<file path="src/rtl/apb_bcd_alu_if.sv">
// APB bus bundle for apb_bcd_alu.
// Signals: aps_psel, aps_penable, aps_pwrite, aps_paddr, aps_pwdata (master -> slave);
//          aps_prdata, aps_pready, aps_pslverr (slave -> master).
interface apb_bcd_alu_if #(
  parameter int addrWidth = 32,
  parameter int dataWidth = 32
);
  logic                 aps_psel;
  logic                 aps_penable;
  logic                 aps_pwrite;
  logic [addrWidth-1:0] aps_paddr;
  logic [dataWidth-1:0] aps_pwdata;
  logic [dataWidth-1:0] aps_prdata;
  logic                 aps_pready;
  logic                 aps_pslverr;

  modport slave (
    input  aps_psel, aps_penable, aps_pwrite, aps_paddr, aps_pwdata,
    output aps_prdata, aps_pready, aps_pslverr
  );

  modport master (
    output aps_psel, aps_penable, aps_pwrite, aps_paddr, aps_pwdata,
    input  aps_prdata, aps_pready, aps_pslverr
  );
endinterface

</file>
<file path="src/rtl/apb_bcd_alu.sv">
// apb_bcd_alu: APB slave doing serial packed-BCD add/sub, DIGITS_PER_CYCLE digits per clock.
// Registers (byte offsets from summatorBaseAddr): ARG1 +0, ARG2 +4, RES +8 (read only),
// STATUS +12 (bit0 carry/borrow, bit1 busy, bit2 invalid digit, bit3 mode).
// Ports: clk, reset_n (async, active low), bus (apb_bcd_alu_if.slave).
// Optional: define BCD_VALIDATE_EN to reject starts whose operands hold nibbles > 9.

// One BCD digit: s = a + (sub ? 9-b : b) + c, decimal-adjusted.
module bcd_digit (
  input  logic [3:0] i_a,
  input  logic [3:0] i_b,
  input  logic       i_sub,
  input  logic       i_c,
  output logic [3:0] o_s,
  output logic       o_c
);
  logic [3:0] w_bp;
  logic [4:0] w_sum;
  assign w_bp  = i_sub ? (4'd9 - i_b) : i_b;
  assign w_sum = {1'b0, i_a} + {1'b0, w_bp} + {4'd0, i_c};
  assign o_c   = (w_sum > 5'd9);
  // Subtracting 10 modulo 16 on the low nibble equals the low nibble of (sum - 10).
  assign o_s   = o_c ? (w_sum[3:0] - 4'd10) : w_sum[3:0];
endmodule

module apb_bcd_alu #(
  parameter longint unsigned summatorBaseAddr = 0,
  parameter int addrWidth        = 32,
  parameter int dataWidth        = 32,
  parameter int DIGITS_PER_CYCLE = 2
) (
  input  logic          clk,
  input  logic          reset_n,
  apb_bcd_alu_if.slave  bus
);
  localparam int NDIG  = dataWidth / 4;
  localparam int W     = DIGITS_PER_CYCLE * 4;
  localparam int STEPS = NDIG / DIGITS_PER_CYCLE;
  localparam int CW    = (STEPS > 1) ? $clog2(STEPS) : 1;
  localparam logic [addrWidth-1:0] BASE = addrWidth'(summatorBaseAddr);

  typedef enum logic {S_IDLE, S_CALC} state_t;

  state_t               r_state, w_state_nxt;
  logic [dataWidth-1:0] r_arg1, r_arg2, r_res, r_acc;
  logic                 r_flag, r_inv, r_mode, r_carry;
  logic [CW-1:0]        r_cnt;

  logic                 w_busy, w_last, w_acc, w_hit, w_unal, w_err, w_wr, w_start, w_bad;
  logic [addrWidth-1:0] w_off;
  logic [1:0]           w_reg;
  logic [dataWidth-1:0] w_status, w_rmux, w_acc_nxt;
  logic [W-1:0]         w_a, w_b, w_s;
  logic [DIGITS_PER_CYCLE:0] w_c;

  assign w_busy = (r_state == S_CALC);
  assign w_last = (r_cnt == CW'(STEPS - 1));

  // ---------------- APB decode ----------------
  assign w_off  = bus.aps_paddr - BASE;
  assign w_hit  = (bus.aps_paddr >= BASE) && (w_off < addrWidth'(16));
  assign w_reg  = w_off[3:2];
  assign w_unal = (bus.aps_paddr[1:0] != 2'b00);
  assign w_acc  = bus.aps_psel && bus.aps_penable && w_hit && reset_n;

  always_comb begin
    w_err = 1'b0;
    if (w_unal)                                 w_err = 1'b1;
    else if (bus.aps_pwrite && w_reg == 2'd2)   w_err = 1'b1;  // RES is read only
    else if (w_busy && (bus.aps_pwrite || w_reg == 2'd2)) w_err = 1'b1;
  end

  assign w_wr    = w_acc && bus.aps_pwrite && !w_err;
  assign w_start = w_wr && (w_reg == 2'd3) && bus.aps_pwdata[0];

  assign w_status = {{(dataWidth-4){1'b0}}, r_mode, r_inv, w_busy, r_flag};

  always_comb begin
    case (w_reg)
      2'd0:    w_rmux = r_arg1;
      2'd1:    w_rmux = r_arg2;
      2'd2:    w_rmux = r_res;
      default: w_rmux = w_status;
    endcase
  end

  assign bus.aps_pready  = w_acc;
  assign bus.aps_pslverr = w_acc && w_err;
  assign bus.aps_prdata  = (w_acc && !bus.aps_pwrite && !w_err) ? w_rmux : '0;

`ifdef BCD_VALIDATE_EN
  always_comb begin
    w_bad = 1'b0;
    for (int i = 0; i < NDIG; i++)
      if (r_arg1[i*4 +: 4] > 4'd9 || r_arg2[i*4 +: 4] > 4'd9) w_bad = 1'b1;
  end
`else
  assign w_bad = 1'b0;
`endif

  // ---------------- digit lanes ----------------
  always_comb begin
    w_a       = r_arg1[int'(r_cnt)*W +: W];
    w_b       = r_arg2[int'(r_cnt)*W +: W];
    w_acc_nxt = r_acc;
    w_acc_nxt[int'(r_cnt)*W +: W] = w_s;
  end

  assign w_c[0] = r_carry;
  for (genvar g = 0; g < DIGITS_PER_CYCLE; g++) begin : g_lane
    bcd_digit u_dig (
      .i_a  (w_a[g*4 +: 4]),
      .i_b  (w_b[g*4 +: 4]),
      .i_sub(r_mode),
      .i_c  (w_c[g]),
      .o_s  (w_s[g*4 +: 4]),
      .o_c  (w_c[g+1])
    );
  end

  // ---------------- FSM ----------------
  always_ff @(posedge clk or negedge reset_n)
    if (!reset_n) r_state <= S_IDLE;
    else          r_state <= w_state_nxt;

  always_comb begin
    w_state_nxt = r_state;
    case (r_state)
      S_IDLE:  if (w_start && !w_bad) w_state_nxt = S_CALC;
      S_CALC:  if (w_last)            w_state_nxt = S_IDLE;
      default: w_state_nxt = S_IDLE;
    endcase
  end

  // ---------------- datapath ----------------
  always_ff @(posedge clk or negedge reset_n) begin
    if (!reset_n) begin
      r_arg1  <= '0;
      r_arg2  <= '0;
      r_res   <= '0;
      r_acc   <= '0;
      r_flag  <= 1'b0;
      r_inv   <= 1'b0;
      r_mode  <= 1'b0;
      r_carry <= 1'b0;
      r_cnt   <= '0;
    end else begin
      if (w_wr && w_reg == 2'd0) r_arg1 <= bus.aps_pwdata;
      if (w_wr && w_reg == 2'd1) r_arg2 <= bus.aps_pwdata;
      if (w_start) begin
        r_mode  <= bus.aps_pwdata[1];
        r_carry <= bus.aps_pwdata[1];  // ten's complement: +1 on subtract
        r_flag  <= 1'b0;
        r_inv   <= w_bad;
        r_cnt   <= '0;
        r_acc   <= '0;
      end
      if (w_busy) begin
        r_acc   <= w_acc_nxt;
        r_carry <= w_c[DIGITS_PER_CYCLE];
        r_cnt   <= r_cnt + 1'b1;
        if (w_last) begin
          r_res  <= w_acc_nxt;
          r_flag <= r_mode ? ~w_c[DIGITS_PER_CYCLE] : w_c[DIGITS_PER_CYCLE];
        end
      end
    end
  end
endmodule

</file>
<file path="src/flat_wrapper.sv">
// flat-port wrapper written by rule: the top's interface ports become plain ports
module apb_bcd_alu_flat 
#(
  parameter longint unsigned summatorBaseAddr = 0,
  parameter int addrWidth        = 32,
  parameter int dataWidth        = 32,
  parameter int DIGITS_PER_CYCLE = 2
)
  (clk, reset_n, bus_aps_psel, bus_aps_penable, bus_aps_pwrite, bus_aps_paddr, bus_aps_pwdata, bus_aps_prdata, bus_aps_pready, bus_aps_pslverr);
  apb_bcd_alu_if #(.addrWidth(addrWidth), .dataWidth(dataWidth)) bus_i ();
  input  logic clk;
  input  logic reset_n;
  input wire logic [$bits(bus_i.aps_psel)-1:0] bus_aps_psel;
  input wire logic [$bits(bus_i.aps_penable)-1:0] bus_aps_penable;
  input wire logic [$bits(bus_i.aps_pwrite)-1:0] bus_aps_pwrite;
  input wire logic [$bits(bus_i.aps_paddr)-1:0] bus_aps_paddr;
  input wire logic [$bits(bus_i.aps_pwdata)-1:0] bus_aps_pwdata;
  output wire logic [$bits(bus_i.aps_prdata)-1:0] bus_aps_prdata;
  output wire logic [$bits(bus_i.aps_pready)-1:0] bus_aps_pready;
  output wire logic [$bits(bus_i.aps_pslverr)-1:0] bus_aps_pslverr;
  assign bus_i.aps_psel = bus_aps_psel;
  assign bus_i.aps_penable = bus_aps_penable;
  assign bus_i.aps_pwrite = bus_aps_pwrite;
  assign bus_i.aps_paddr = bus_aps_paddr;
  assign bus_i.aps_pwdata = bus_aps_pwdata;
  assign bus_aps_prdata = bus_i.aps_prdata;
  assign bus_aps_pready = bus_i.aps_pready;
  assign bus_aps_pslverr = bus_i.aps_pslverr;
  apb_bcd_alu #(.summatorBaseAddr(summatorBaseAddr), .addrWidth(addrWidth), .dataWidth(dataWidth), .DIGITS_PER_CYCLE(DIGITS_PER_CYCLE)) u_core (.clk(clk), .reset_n(reset_n), .bus(bus_i));
endmodule
</file>
<file path="config.mk">
export PLATFORM = sky130hd
export DESIGN_NAME = apb_bcd_alu_flat
export DESIGN_NICKNAME = d
export VERILOG_FILES = /design/src/rtl/apb_bcd_alu_if.sv /design/src/rtl/apb_bcd_alu.sv /design/src/flat_wrapper.sv
export SDC_FILE = /design/constraint.sdc
export NUM_CORES = 1
export LEC_CHECK = 0
export BUFFER_PORTS_ARGS = -buffer_cell sky130_fd_sc_hd__buf_2
export CAP_MARGIN = 20
export CELL_PAD_IN_SITES_DETAIL_PLACEMENT = 0
export CELL_PAD_IN_SITES_GLOBAL_PLACEMENT = 1
export CORE_ASPECT_RATIO = 1.4
export CORE_MARGIN = 2
export CORE_UTILIZATION = 35
export CTS_BUF_LIST = sky130_fd_sc_hd__clkbuf_4 sky130_fd_sc_hd__clkbuf_8
export DETAILED_ROUTE_END_ITERATION = 8
export GPL_ROUTABILITY_DRIVEN = 0
export PLACE_DENSITY = 0.71
export SYNTH_ARGS = -nofsm -noshare
export SYNTH_HDL_FRONTEND = slang
export SYNTH_HIERARCHICAL = 1
export SYNTH_SLANG_ARGS = --single-unit
</file>
<file path="constraint.sdc">
create_clock -name clk -period 12.5 [get_ports clk]
set_input_delay 1.875 -clock clk [delete_from_list [all_inputs] [get_ports clk]]
set_output_delay 1.875 -clock clk [all_outputs]
set_load 0.03 [all_outputs]
</file>
* Yosys cells after proc, flatten, opt, wreduce, memory -nomap -nowiden
Cells that the tools add are included.
** Cells by class
- $add $sub $neg :: 10
- Order comparisons :: 4
- Equality and inequality tests :: 4
- Shift operators :: 4
- Multiplexer cells :: 23
- Bitwise logic cells :: 2
- Reduce and logical (&&, ||, !) cells :: 22
** Operators by type and width (count)
- two-way mux 32 bit :: 3
- one-hot mux 32 bit (3 select lines) :: 1
- variable part select 32 x 6 -> 8 bit :: 2
- negation 5 -> 33 bit :: 1
- variable shift 8 x 33 -> 32 bit (first input constant) :: 1
- variable part select 8 x 33 -> 32 bit :: 1
- bitwise mux 32 bit :: 1
- >= comparator 32 x 1 -> 1 bit (second input constant) :: 1
- < comparator 32 x 5 -> 1 bit (second input constant) :: 1
- two-way mux 4 bit :: 4
- logical AND 1 bit :: 15
- two-way mux 1 bit :: 11
- adder 4 x 4 -> 5 bit :: 2
- adder 5 x 1 -> 5 bit :: 2
- > comparator 5 x 4 -> 1 bit (second input constant) :: 2
- subtractor 4 bit (first input constant) :: 2
- subtractor 4 bit (second input constant) :: 2
- equality test 2 bit (second input constant) :: 3
- two-way mux 2 bit :: 2
- nonzero test 2 bit :: 2
- adder 2 x 1 -> 2 bit (second input constant) :: 1
- equality test 2 x 1 -> 1 bit (second input constant) :: 1
- logical NOT 1 bit :: 2
- logical NOT 2 bit :: 1
- other kinds (4) :: 5
** Word-level totals
- Register bits :: 134

* Depth between registers and ports, before layout
- Depth after elaboration :: 13
- Depth in mapped cells :: 24
- Gate-level depth less buffers :: 22

* Modules after synthesis
Netlist, hierarchy kept.
** Modules (own cells, without submodules)
- apb_bcd_alu :: instances 1, cells each 587, area an instance 6730.2 um^2, sequential area each 3153.0 um^2
- bcd_digit :: instances 2, cells each 35, area an instance 277.8 um^2, sequential area each 0.0 um^2

* Worst setup path before layout
Ideal clock, no wire load.
- Path type :: input to output
- From :: input bus_aps_paddr[3]
- To :: output bus_aps_prdata[3]
- Arrival :: 3615 ps
- Data required time :: 10625 ps
- Path slack :: 7010 ps
- Stages on the path :: 7
- Buffers on the path :: 3
- Cells stage by stage :: buf_2 > nor2b_1 > a2111o_1 > or3_1 > clkbuf_1 > buf_2 > nor2b_1
** On the way
- Longest elaborated chain between the ends :: 9
- Elaborated cells on any way between the ends :: 19
** RTL lines
- start: declaration :: line flat_wrapper.sv:16 : input wire logic [$bits(bus_i.aps_paddr)-1:0] bus_aps_paddr;
- branches (longest 8 deep; another with >= comparator 32 x 1 -> 1 bit)
- two-way mux 32 bit (*) :: line apb_bcd_alu.sv:88 : assign bus.aps_prdata = (w_acc && !bus.aps_pwrite && !w_err) ? w_rmux : '0;
- end: declaration :: line flat_wrapper.sv:18 : output wire logic [$bits(bus_i.aps_prdata)-1:0] bus_aps_prdata;
Every way passes the cells marked *.

* Final worst setup path
- From :: input bus_aps_paddr[2]
- To :: output bus_aps_prdata[6]
The elaborated chain is that of the path after synthesis.

==> results by stage <==
Clock tree:
- The number of buffers created by CTS is 17.
- TritonCTS built the clock tree.
- The number of buffers added for setup after CTS is 0.
- Clock tree synthesis selected as its root buffer the cell clkbuf_8.
- The H-tree was split into 4 levels.
- The number of hold buffers added after CTS was 0.
- The deepest clock path buffer count is 2.
- After clock tree synthesis, the repair step resized 0 gates.
- The clock net sink count is 126.
- Clock-pin slew was measured on the worst setup and hold paths at 70 ps.
- The later pin in the worst-skew pair is clocked with a latency of 450 ps.

GRT:
- The number of global-route vias before repair came to 5441.
- Entering global routing, the biggest net connects 73 pins.
- The first global-routing pass estimated 30.2 mm of wire.
- The overall routing resource usage is 0.175.
- Global routing finished with a remaining overflow of 0.
- The number of antenna violations at the first check in global routing is 0.

Pwr:
- The power per cell area is 94.4 nW/um2.
- The clock share of power is 0.436.
- The part of the power in registers is 0.517.
- Summed over all nets, the switching power comes to 0.182 mW.
- The internal power of the cells totals 0.607 mW.
- Total power for the finished layout comes to 0.789 mW.
- The peak ir drop on the vdd network is 0.0613 mV.
- Of the total power, combinational logic draws 0.048.
- The leakage power is 3.97 nW.
- Of the total power, the share spent switching nets is 0.231.

Logic synthesis:
- Measured against the total synthesized area, the mux share comes to 0.234.
- The post-synthesis cell count is 657.
- The fraction of the mapped netlist area in compound gates is 0.0991.
- The synthesized net count is 745.
- In this run the mean area of a mapped cell was 11.1 um2.
- Of the total synthesized cell area, the portion taken by AND, OR, NAND and NOR gates is 0.141.
- By area, the combinational part of the netlist is dominated by multiplexers.
- The proportion of synthesized chip area in sequential cells is 0.433.
- The synthesis warning total is 6.
- The flip-flop and latch count after synthesis is 126.
- The synthesized netlist occupies a cell area of 7290 um2.
- The XOR/XNOR share of the synthesized area is 0.0108.
- The post-synthesis share of cell area spent on full adders, half adders and majority gates is 0.0381.
- The netlist uses 50 different library cells.

Floorplan:
- The height of the die is 175 um.
- The floorplan die area is 22000 um2.
- The initial utilization of the core area, before any placement, comes to 0.356.
- The width of the chip is 126 um.
- The region available for standard cell placement spans 20500 um2.
- The row count is 62.
- In this run the count of I/O pins placed on the die edge is 103.

Status:
- The run finished with clean final reports.

Worst hold path:
- The min-delay analysis places its worst path in the category register to register.

Timing:
- The worst clock skew is 9.91 ps.
- The max-slew violation total from the final report is 0.
- For the final routed database, the setup TNS stands at 0 ps.
- Setup repair after global routing left no endpoint under its margin.
- Headroom to the max-slew limit came out at 0.327.
- The number of failing setup endpoints in the final timing report is 0.
- The transition time at the pin with the least slew margin is 1000 ps.
- The worst hold slack across all endpoints is 478 ps.
- The highest clock rate is 169 MHz.
- The number of hold violations in the final report is 0.
- In the finished design, the share of the clock period the worst path needs comes to 0.474.
- The shortest clock period the worst path allows after layout is 5920 ps.

Drt:
- The number of design-rule violations left by the first detailed-router iteration is 371.
- Once detail routing completed, the nets flagged for antenna violations numbered 0.
- Summed over all layers, the routed wires come to 18.8 mm.
- Across all layers, the routed design uses 5212 vias.
- In the final routed layout, each cell accounts on average for 18.5 um.
- Using the TritonRoute via totals, the vias-per-cell ratio works out to 5.12.
- The DRC violations left is 0.
- The first detailed-routing pass ran for 4 iterations.

Setup path:
- The critical path's slowest cell is buf_4.
- The worst setup path is captured at an output pin.
- On the worst path, the slowest cell contributes a delay of 490 ps.
- The signal on the critical path passes through buf_2 -> buf_4 -> nor2b_2 -> a2111o_1 -> or3_1 -> buf_4 -> nor2_1 -> buf_2.
- The worst setup path is launched from an input pin.
- The worst setup path is of the input pin to output pin kind.
- Of all nets on the critical path, the largest fanout is 36.
- The worst path arrival time is 4050 ps.
- The worst path required time is 10620 ps.

Cells and area:
- In the layout the commonest cells are dfrtp_1 (126), buf_2 (101), nand2_1 (81).
- The net count of the finished layout is 836.
- The area growth from synthesis to layout is 14.7%.
- The ratio of cells with drive above 1 in the final layout is 0.334.
- The number of antenna diodes in the final layout is 0.
- The most common cell after layout, fill and taps aside is dfrtp_1.
- After filler insertion, the fill cell instance count of the layout stands at 2030.

Place:
- Once detailed placement completed, the half-perimeter wirelength came to 13.1 mm.
- During placement, the flow inserted port buffers numbering 102.

Flow run:
- Max-cap violations in this run came to 0.
-- registers in the layout, indices dropped and copies added, names as in the netlist --
signal and flops:
u_core/r_arg1 32, u_core/r_state 1, u_core/r_acc 24, u_core/r_carry 1, u_core/r_arg2 32, u_core/r_res 32, u_core/r_flag 1, u_core/r_cnt 2
u_core/r_mode 1
-- kinds of logic (layout without fill, tap and decap cells) --
family                   count (synthesis)  after routing
AND/OR/NAND/NOR                        198            198
AO/OA/AOI/OAI                          126            126
flip-flops                             126            126
multiplexers                           116            116
buffers and inverters                   62            166
adder cells (fa/ha/maj)                 20             20
XOR/XNOR                                 9              9
-- synthesized netlist by cell type (all sizes together) --
cell / instances / area [um2]
a2111o: 1 / 11.3
a2111oi: 2 / 17.5
a21boi: 2 / 15.0
a21o: 2 / 17.5
a21oi: 60 / 300
a221o: 1 / 10.0
a31o: 2 / 17.5
and2: 1 / 6.26
and3b: 2 / 17.5
and4bb: 1 / 12.5
buf: 19 / 160
clkbuf: 23 / 86.3
dfrtp: 126 / 3150
fa: 4 / 80.1
ha: 15 / 188
inv: 20 / 75.1
maj3: 1 / 10.0
mux2: 66 / 968
mux2i: 31 / 310
mux4: 19 / 428
nand2: 81 / 304
nand2b: 1 / 6.26
nand3b: 2 / 15.0
nand4: 3 / 40.0
nor2: 59 / 221
nor2b: 28 / 175
nor3: 4 / 25.0
nor4: 8 / 129
nor4b: 2 / 32.5
nor4bb: 1 / 10.0
o21ai: 26 / 130
o22ai: 25 / 156
o31a: 4 / 38.8
o31ai: 1 / 7.51
or2: 4 / 25.0
or3: 1 / 6.26
xnor2: 9 / 78.8
-- cell type report --
| cell class | count | area, um2 | area share |
|---|---|---|---|
| inverters | 20 | 75.1 | 0.00898 |
| repair buffers | 114 | 603 | 0.0722 |
| flip-flops and latches | 126 | 3150 | 0.377 |
| clock buffers | 25 | 319 | 0.0382 |
| multi-input cells | 469 | 3830 | 0.458 |
| well taps | 256 | 320 | 0.0383 |
| clock inverters | 7 | 60.1 | 0.00719 |
-- through the flow --
step / util / setup WS [ps] / instances / area, um2
floorplan: - / 7010 / 657 / 7290
global placement: 0.390 / 6600 / 985 / 7980
detailed placement: 0.390 / 6550 / 985 / 7980
CTS: 0.408 / 6550 / 1017 / 8360
global route: 0.408 / 6270 / 1017 / 8360
finish: 0.408 / 6580 / 1017 / 8360
-- final timing paths --
check                      cells after the start                 to        startpoint  slack [ps]
min in group asynchronous                      2   u_core/r_acc[16]           reset_n        1660
max in group asynchronous                      3  u_core/r_arg2[10]           reset_n        9440
min                                            2   u_core/r_res[29]  u_core/r_res[29]         480
max                                            8  bus_aps_prdata[6]  bus_aps_paddr[2]        6580
max reg2reg                                   21    u_core/r_res[6]   u_core/r_cnt[1]        6630
min reg2reg                                    2   u_core/r_res[29]  u_core/r_res[29]         480
-- power groups by stage --
stage                     Combinational (mW)  Sequential [mW]  Clock, mW
final                                 0.0377            0.408      0.344
after global routing                  0.0418            0.407      0.372
after CTS                             0.0389            0.407      0.353
after detailed placement              0.0388            0.415          0
after global placement                0.0386            0.415          0
after floorplan                       0.0123            0.415          0
-- layer usage --
metal / track usage / up-vias / routed length [um]
met5: 0 / - / 0
met2: 0.283 / 85 / 9170
met1: 0.237 / 2616 / 8480
li1: - / 2493 / -
met4: 0.0572 / 0 / 353
met3: 0.0346 / 18 / 772
-- critical path: cells and delay by family --
kind / cells / cell delay, ps
simple gates: 3 / 680
buf+inv: 4 / 1060
compound gates: 1 / 410
Note: power is estimated with default switching activity, not from simulation.
